[src/rtl/pipe_hazard_ctrl.sv]
// Hazard sequencer for the 5-stage pipeline: stage enables, flush and bubble control,
// data-memory wait watchdog and saturating stall/flush performance counters.
module pipe_hazard_ctrl #(
   parameter int unsigned MEM_TIMEOUT = 8,
   parameter int unsigned CNT_W       = 16
) (
   input  logic             clk,
   input  logic             rst,
   input  logic [4:0]       id_rs,
   input  logic [4:0]       id_rt,
   input  logic             id_uses_rt,
   input  logic             ex_mem_read,
   input  logic [4:0]       ex_rt,
   input  logic             branch_taken,
   input  logic             dmem_busy,
   input  logic             cnt_clr,
   output logic             pc_write,
   output logic             if_id_write,
   output logic             if_id_flush,
   output logic             id_ex_write,
   output logic             id_ex_bubble,
   output logic             exmem_write,
   output logic             memwb_write,
   output logic             fault,
   output logic [CNT_W-1:0] stall_cnt,
   output logic [CNT_W-1:0] flush_cnt
);

   localparam int unsigned WAIT_W = $clog2(MEM_TIMEOUT + 1);
   localparam logic [CNT_W-1:0] CNT_MAX = {CNT_W{1'b1}};

   typedef enum logic [1:0] {
      ST_RUN      = 2'd0,
      ST_MEM_WAIT = 2'd1,
      ST_FAULT    = 2'd2
   } state_t;

   state_t            state_q, state_d;
   logic [WAIT_W-1:0] wait_cnt_q, wait_cnt_d;
   logic [CNT_W-1:0]  stall_cnt_q, stall_cnt_d;
   logic [CNT_W-1:0]  flush_cnt_q, flush_cnt_d;
   logic              load_use;

   // A load in EX whose destination is a source of the instruction in ID.
   assign load_use = ex_mem_read && (ex_rt != 5'd0) &&
                     ((ex_rt == id_rs) || (id_uses_rt && (ex_rt == id_rt)));

   always_ff @(posedge clk or negedge rst) begin
      if (!rst) begin
         state_q     <= ST_RUN;
         wait_cnt_q  <= '0;
         stall_cnt_q <= '0;
         flush_cnt_q <= '0;
      end else begin
         state_q     <= state_d;
         wait_cnt_q  <= wait_cnt_d;
         stall_cnt_q <= stall_cnt_d;
         flush_cnt_q <= flush_cnt_d;
      end
   end

   // Next state and Mealy outputs; priority fault > busy > load-use > branch > normal.
   always_comb begin
      state_d      = state_q;
      wait_cnt_d   = wait_cnt_q;
      pc_write     = 1'b1;
      if_id_write  = 1'b1;
      if_id_flush  = 1'b0;
      id_ex_write  = 1'b1;
      id_ex_bubble = 1'b0;
      exmem_write  = 1'b1;
      memwb_write  = 1'b1;
      fault        = 1'b0;

      if (state_q == ST_FAULT) begin
         pc_write    = 1'b0;
         if_id_write = 1'b0;
         id_ex_write = 1'b0;
         exmem_write = 1'b0;
         memwb_write = 1'b0;
         fault       = 1'b1;
      end else if (dmem_busy) begin
         pc_write    = 1'b0;
         if_id_write = 1'b0;
         id_ex_write = 1'b0;
         exmem_write = 1'b0;
         memwb_write = 1'b0;
         if (state_q != ST_MEM_WAIT) begin
            state_d    = ST_MEM_WAIT;
            wait_cnt_d = WAIT_W'(1);
         end else begin
            wait_cnt_d = wait_cnt_q + WAIT_W'(1);
            if (wait_cnt_q == WAIT_W'(MEM_TIMEOUT - 1)) begin
               state_d = ST_FAULT;
            end
         end
      end else begin
         state_d    = ST_RUN;
         wait_cnt_d = '0;
         if (load_use) begin
            pc_write     = 1'b0;
            if_id_write  = 1'b0;
            id_ex_bubble = 1'b1;
         end else if (branch_taken) begin
            if_id_flush = 1'b1;
         end
      end
   end

   // Saturating counters; clear wins over increment.
   always_comb begin
      stall_cnt_d = stall_cnt_q;
      flush_cnt_d = flush_cnt_q;
      if (cnt_clr) begin
         stall_cnt_d = '0;
         flush_cnt_d = '0;
      end else begin
         if (!pc_write && (stall_cnt_q != CNT_MAX)) begin
            stall_cnt_d = stall_cnt_q + CNT_W'(1);
         end
         if (if_id_flush && (flush_cnt_q != CNT_MAX)) begin
            flush_cnt_d = flush_cnt_q + CNT_W'(1);
         end
      end
   end

   assign stall_cnt = stall_cnt_q;
   assign flush_cnt = flush_cnt_q;

endmodule
[config.mk]
export PLATFORM = sky130hd
export DESIGN_NAME = pipe_hazard_ctrl
export DESIGN_NICKNAME = d
export VERILOG_FILES = /design/src/rtl/pipe_hazard_ctrl.sv
export SDC_FILE = /design/constraint.sdc
export NUM_CORES = 1
export LEC_CHECK = 0
export ABC_AREA = 1
export CORE_MARGIN = 5
export CORE_UTILIZATION = 40
export CTS_CLUSTER_DIAMETER = 200
export DETAILED_ROUTE_END_ITERATION = 10
export PLACE_DENSITY = 0.66
export SYNTH_ARGS = -nofsm -noshare
export SYNTH_HDL_FRONTEND = slang
export SYNTH_SLANG_ARGS = --single-unit
[constraint.sdc]
create_clock -name clk -period 4 [get_ports clk]
set_input_delay 0.4 -clock clk [delete_from_list [all_inputs] [get_ports clk]]
set_output_delay 0.4 -clock clk [all_outputs]
set_load 0.02 [all_outputs]
# --- Word level (Yosys, flattened, before mapping) ---
# Cells that the tools add are included.
totals:
  ram_bits: 0
  romBits: 0
  in_bits: 22
  latchBits: 0
  elab_cells: 49
  output_inout_bits: 40
  ff_bits: 38
  mem_count: 0
op_classes:
  magnitude_cmp: 0
  shifts: 0
  add_sub_neg: 3
  n_bitwise: 1
  multipliers: 0
  mux: 22
  div_mod_pow: 0
  eq_ne: 8
  n_reduce_logical: 11
op_table:
  columns: ["cell", "n"]
  rows:
  - ["16-bit 2-to-1 mux", 4]
  - ["16-bit by 1-bit adder with 16-bit output, second input constant", 2]
  - ["16-bit != test, second input constant", 2]
  - ["1-bit 2-to-1 mux", 13]
  - ["5-bit equality test", 2]
  - ["4-bit 2-to-1 mux", 2]
  - ["2-bit 2-to-1 mux", 3]
  - ["1-bit logical AND", 5]
  - ["5-bit nonzero test", 1]
  - ["4-bit by 1-bit adder with 4-bit output, second input constant", 1]
  - ["4-bit by 3-bit equality test with 1-bit output, second input constant", 1]
  - ["2-bit nonzero test", 2]
  - ["3-bit by 1-bit != test with 1-bit output, second input constant", 1]
  - ["2-bit equality test, second input constant", 1]
  - ["2-bit by 1-bit != test with 1-bit output, second input constant", 1]
  - ["2-bit AND reduction", 1]
  - ["1-bit logical NOT", 1]
  - ["1-bit logical OR", 1]
  - ["1-bit NOT", 1]

# --- Depth between registers and ports, before layout ---
logic_depth:
  word_depth: 11
  mapped_depth: 13
  ltp_nobuf: 12

# --- Worst setup path after synthesis ---
# OpenSTA, ideal clock, no wires.
synth_timing:
  path_kind: "register -> output"
  from: "register state_q[0]"
  to: "output pc_write"
  t_required_ns: 3.600
  path_buffers: 2
  t_arrival_ns: 2.015
  slack_ns: 1.585
  stages_incl_launch_ff: 7
  path_cell_list: "dfrtp_1 > nor2_1 > nor2_1 > nand2_1 > clkbuf_1 > inv_1 > buf_4"
synth_via:
  elab_chain_len: 2
synth_lines:
  columns: ["item", "line", "rtl"]
  rows:
  - ["from (decl)", "38", "state_t state_q, state_d;"]
  - ["from (signal assigned)", "55", "state_q <= state_d;"]
  - ["2-bit equality test", "75", "if (state_q == ST_FAULT) begin"]
  - ["1-bit 2-to-1 mux", null, null]
  - ["to (decl)", "17", "output logic pc_write,"]
# Every way passes these cells.

# --- Worst setup path in the final report ---
layout_timing:
  from: "input dmem_busy"
  to: "output if_id_flush"
layout_via:
  elab_chain_len: 2
layout_lines:
  columns: ["item", "line", "rtl"]
  rows:
  - ["from (decl)", "15", "input logic dmem_busy,"]
  - ["1-bit 2-to-1 mux", "82", "end else if (dmem_busy) begin"]
  - ["1-bit 2-to-1 mux", "75", null]
  - ["to (decl)", "19", "output logic if_id_flush,"]
# Every way passes these cells.

==> key figures <==
Routing
  – Final antenna-violating net count: 0
  – DRT Pass-1 Iters: 4
  – Wirelength per Cell: 13.0 µm
  – Vias: 2,511
  – Initial DRC count: 105
  – Final WL: 6.62 mm
  – Vias per inst: 4.94
  – DRC violation count after routing: 0

Yosys
  – Syn_area_per_cell: 7.03 µm²
  – Most numerous cell in the Yosys netlist: nand2_1
  – Area leader, netlist: dfrtp_1
  – Top cells by area, synth: dfrtp_1, nand2_1, nand3_1, nor2_1, inv_1
  – Syn nets: 398
  – Most used DFF post-synth: dfrtp_1
  – Synth Instances: 373
  – Post-synth EDFFs: 0
  – Synth warnings: 0
  – #FFs+latches synth: 38
  – Yosys top cell area share: 36.3%
  – Synth unique cells: 32
  – Asr flop ratio synth: 100%
  – Post-synthesis sequential area ratio: 36.3%
  – Netlist Area Pre-Place: 2620 µm²
  – Post-synth top cells: nand2_1, nor2_1, inv_1, nand3_1, dfrtp_1

Critical path
  – CP max FO: 12
  – Largest stage delay on the critical path: 0.62 ns
  – CP Capture Point: if_id_flush
  – Worst setup path start: dmem_busy
  – Critical Path RT: 3.60 ns
  – R2R Setup Slk: 1.87 ns
  – Worst path slowest cell: clkdlybuf4s50_1
  – FF-to-FF path depth: 8
  – Crit path depth: 5
  – Crit path capture type: output pin
  – Kind of cell adding the most delay to the critical path: buffers and inverters
  – Crit Path Class: primary input to output pin
  – Reg2reg end: flush_cnt[2]
  – Startpoint types: primary input
  – Buf/Inv on CP: 2
  – CP Cell Sequence: clkdlybuf4s50_1, nor2_1, nand2_1, nor2_1, clkdlybuf4s50_1
  – Worst Path Arrival: 2.47 ns
  – RR Startpoint: flush_cnt[0]

Global routing
  – Total GRT Usage: 16.6%
  – First-pass GRT wire length: 11.6 mm
  – Overflow after GRT: 0
  – Pin count of the biggest net entering global routing: 39
  – Initial antenna violation count: 0
  – Number of global-route vias before repair: 2,447

Clock network
  – Inserted Clock Buffers: 5
  – Clock Latency Late Sink: 0.29 ns
  – Number of H-tree levels: 2
  – Worst-path clk slew: 0.07 ns
  – Root buf cell: clkbuf_8
  – CTS tree: built
  – Clock Sinks: 38
  – Cts hold-fix bufs: 0
  – Clock Path Buffers: 2
  – CTS resizes: 0
  – Setup Buffers After CTS: 0

Job
  – Max Cap Viol: 0

Power
  – Worst VDD drop: 0.000140 V
  – Pwr Total: 0.772 mW
  – Leak: 1.58 nW
  – Pwr/cell area: 230 nW/µm²

Timing
  – Worst hold margin: 0.225 ns
  – Slew @ Worst Pin: 0.877 ns
  – Rel. slew slack: 41.5%
  – Final Cycle Share: 71.8%
  – Setup TNS Final: 0 ns
  – Final setup viols: 0
  – Fmax: 348 MHz
  – Skew final: 0.00384 ns
  – Slew Limit Fails: 0
  – Post-layout min period: 2.87 ns
  – Unrepaired setup endpoints after global routing: false
  – Fin. Hold Viols: 0
  – Slack of the critical path: 1.13 ns

Place
  – Pre-CTS WS: 1.12 ns
  – PortBufs: 61
  – Detailed placement HPWL: 4.87 mm
  – RePlAce Congestion: 0.878

Run status
  – Status: completed

Final layout
  – Final core occ: 52.9%
  – Final #Nets: 455
  – Share of cells above drive strength 1: 5.57%
  – Ant diodes: 0
  – Syn-to-layout area delta: 28.1%

Die
  – Starting Density: 41.3%
  – Ports: 62
  – Chip width: 91.0 µm
  – # rows: 29
  – CORE AREA: 6350 µm²
  – Die height: 91.0 µm
  – Die area: 8280 µm²

Hold path
  – Hold Path Class: primary input to asynchronous set/reset pin
==> where the power goes <==
group	internal [mW]	leakage (nW)	switching (mW)
Sequential	0.390	0.505	0.00875
Clock	0.139	0.0482	0.136
Combinational	0.0436	1.03	0.0539
Total	0.573	1.58	0.199
==> worst register-to-register path: stages, from the launching register on <==
cell and delay [ns]:
dfrtp_1 0.43, ha_1 0.21, nand3_1 0.17, nor4_2 0.25, nand2_1 0.13, nand4_2 0.33, nand2_2 0.31, nand2_1 0.13
nand2_1 0.06
==> cells by family after synthesis <==
kind of cell	Yosys count	share of synthesized area, %
AND/OR/NAND/NOR	231	40.2
buffers and inverters	57	8.97
adder cells (fa/ha/maj)	3	1.43
AO/OA/AOI/OAI	17	4.15
flip-flops	38	36.3
XOR/XNOR	27	9.02
==> layout by cell type, fill, tap and decap left out, drive strengths merged, types with 7 or more instances in the layout <==
| cell | synthesis | layout |
|---|---|---|
| xor2 | 17 | 17 |
| clkbuf | 7 | 7 |
| nor2 | 50 | 50 |
| nand4 | 15 | 15 |
| clkdlybuf4s50 | 0 | 60 |
| xnor2 | 10 | 10 |
| nand2 | 110 | 110 |
| o21ai | 10 | 10 |
| nand3 | 41 | 41 |
| nor3 | 11 | 11 |
| dfrtp | 38 | 38 |
| inv | 43 | 43 |
==> registers in the layout, indices dropped and copies added (netlist names) <==
register    flops
wait_cnt_q      4
flush_cnt      16
stall_cnt      16
state_q         2
==> stage by stage <==
stage / cells / cell area (µm²)
floorplan: 373 / 2620
global placement: 500 / 3270
detailed placement: 500 / 3270
CTS: 508 / 3360
global route: 508 / 3360
finish: 508 / 3360
==> final cells by class <==
cell class,count,area (µm²)
Tap cell,77,96.3
Clock inverter,1,5.00
Timing Repair Buffer,63,621
Inverter,44,165
Sequential cell,38,951
Multi-Input combinational cell,278,1440
Clock buffer,7,86.3
Fill cell,612,2990
==> how the worst min path moves through the flow <==
| stage | depth (start not counted) | from | to |
|---|---|---|---|
| after floorplan | 0 | rst | flush_cnt[0] |
| after global placement | 1 | wait_cnt_q[3] | state_q[1] |
| after detailed placement | 1 | wait_cnt_q[3] | state_q[1] |
| after CTS | 1 | rst | stall_cnt[12] |
| after global routing | 1 | rst | flush_cnt[3] |
| final | 1 | rst | stall_cnt[11] |
==> metal layers <==
layer,wire (µm),up-vias,GRT usage (%)
li1,-,1304,-
met1,3110,1156,22.3
met2,3190,42,26.4
met3,209,9,3.31
met4,113,0,5.99
met5,0,-,0
No activity file was read; power rests on OpenSTA's default activity.
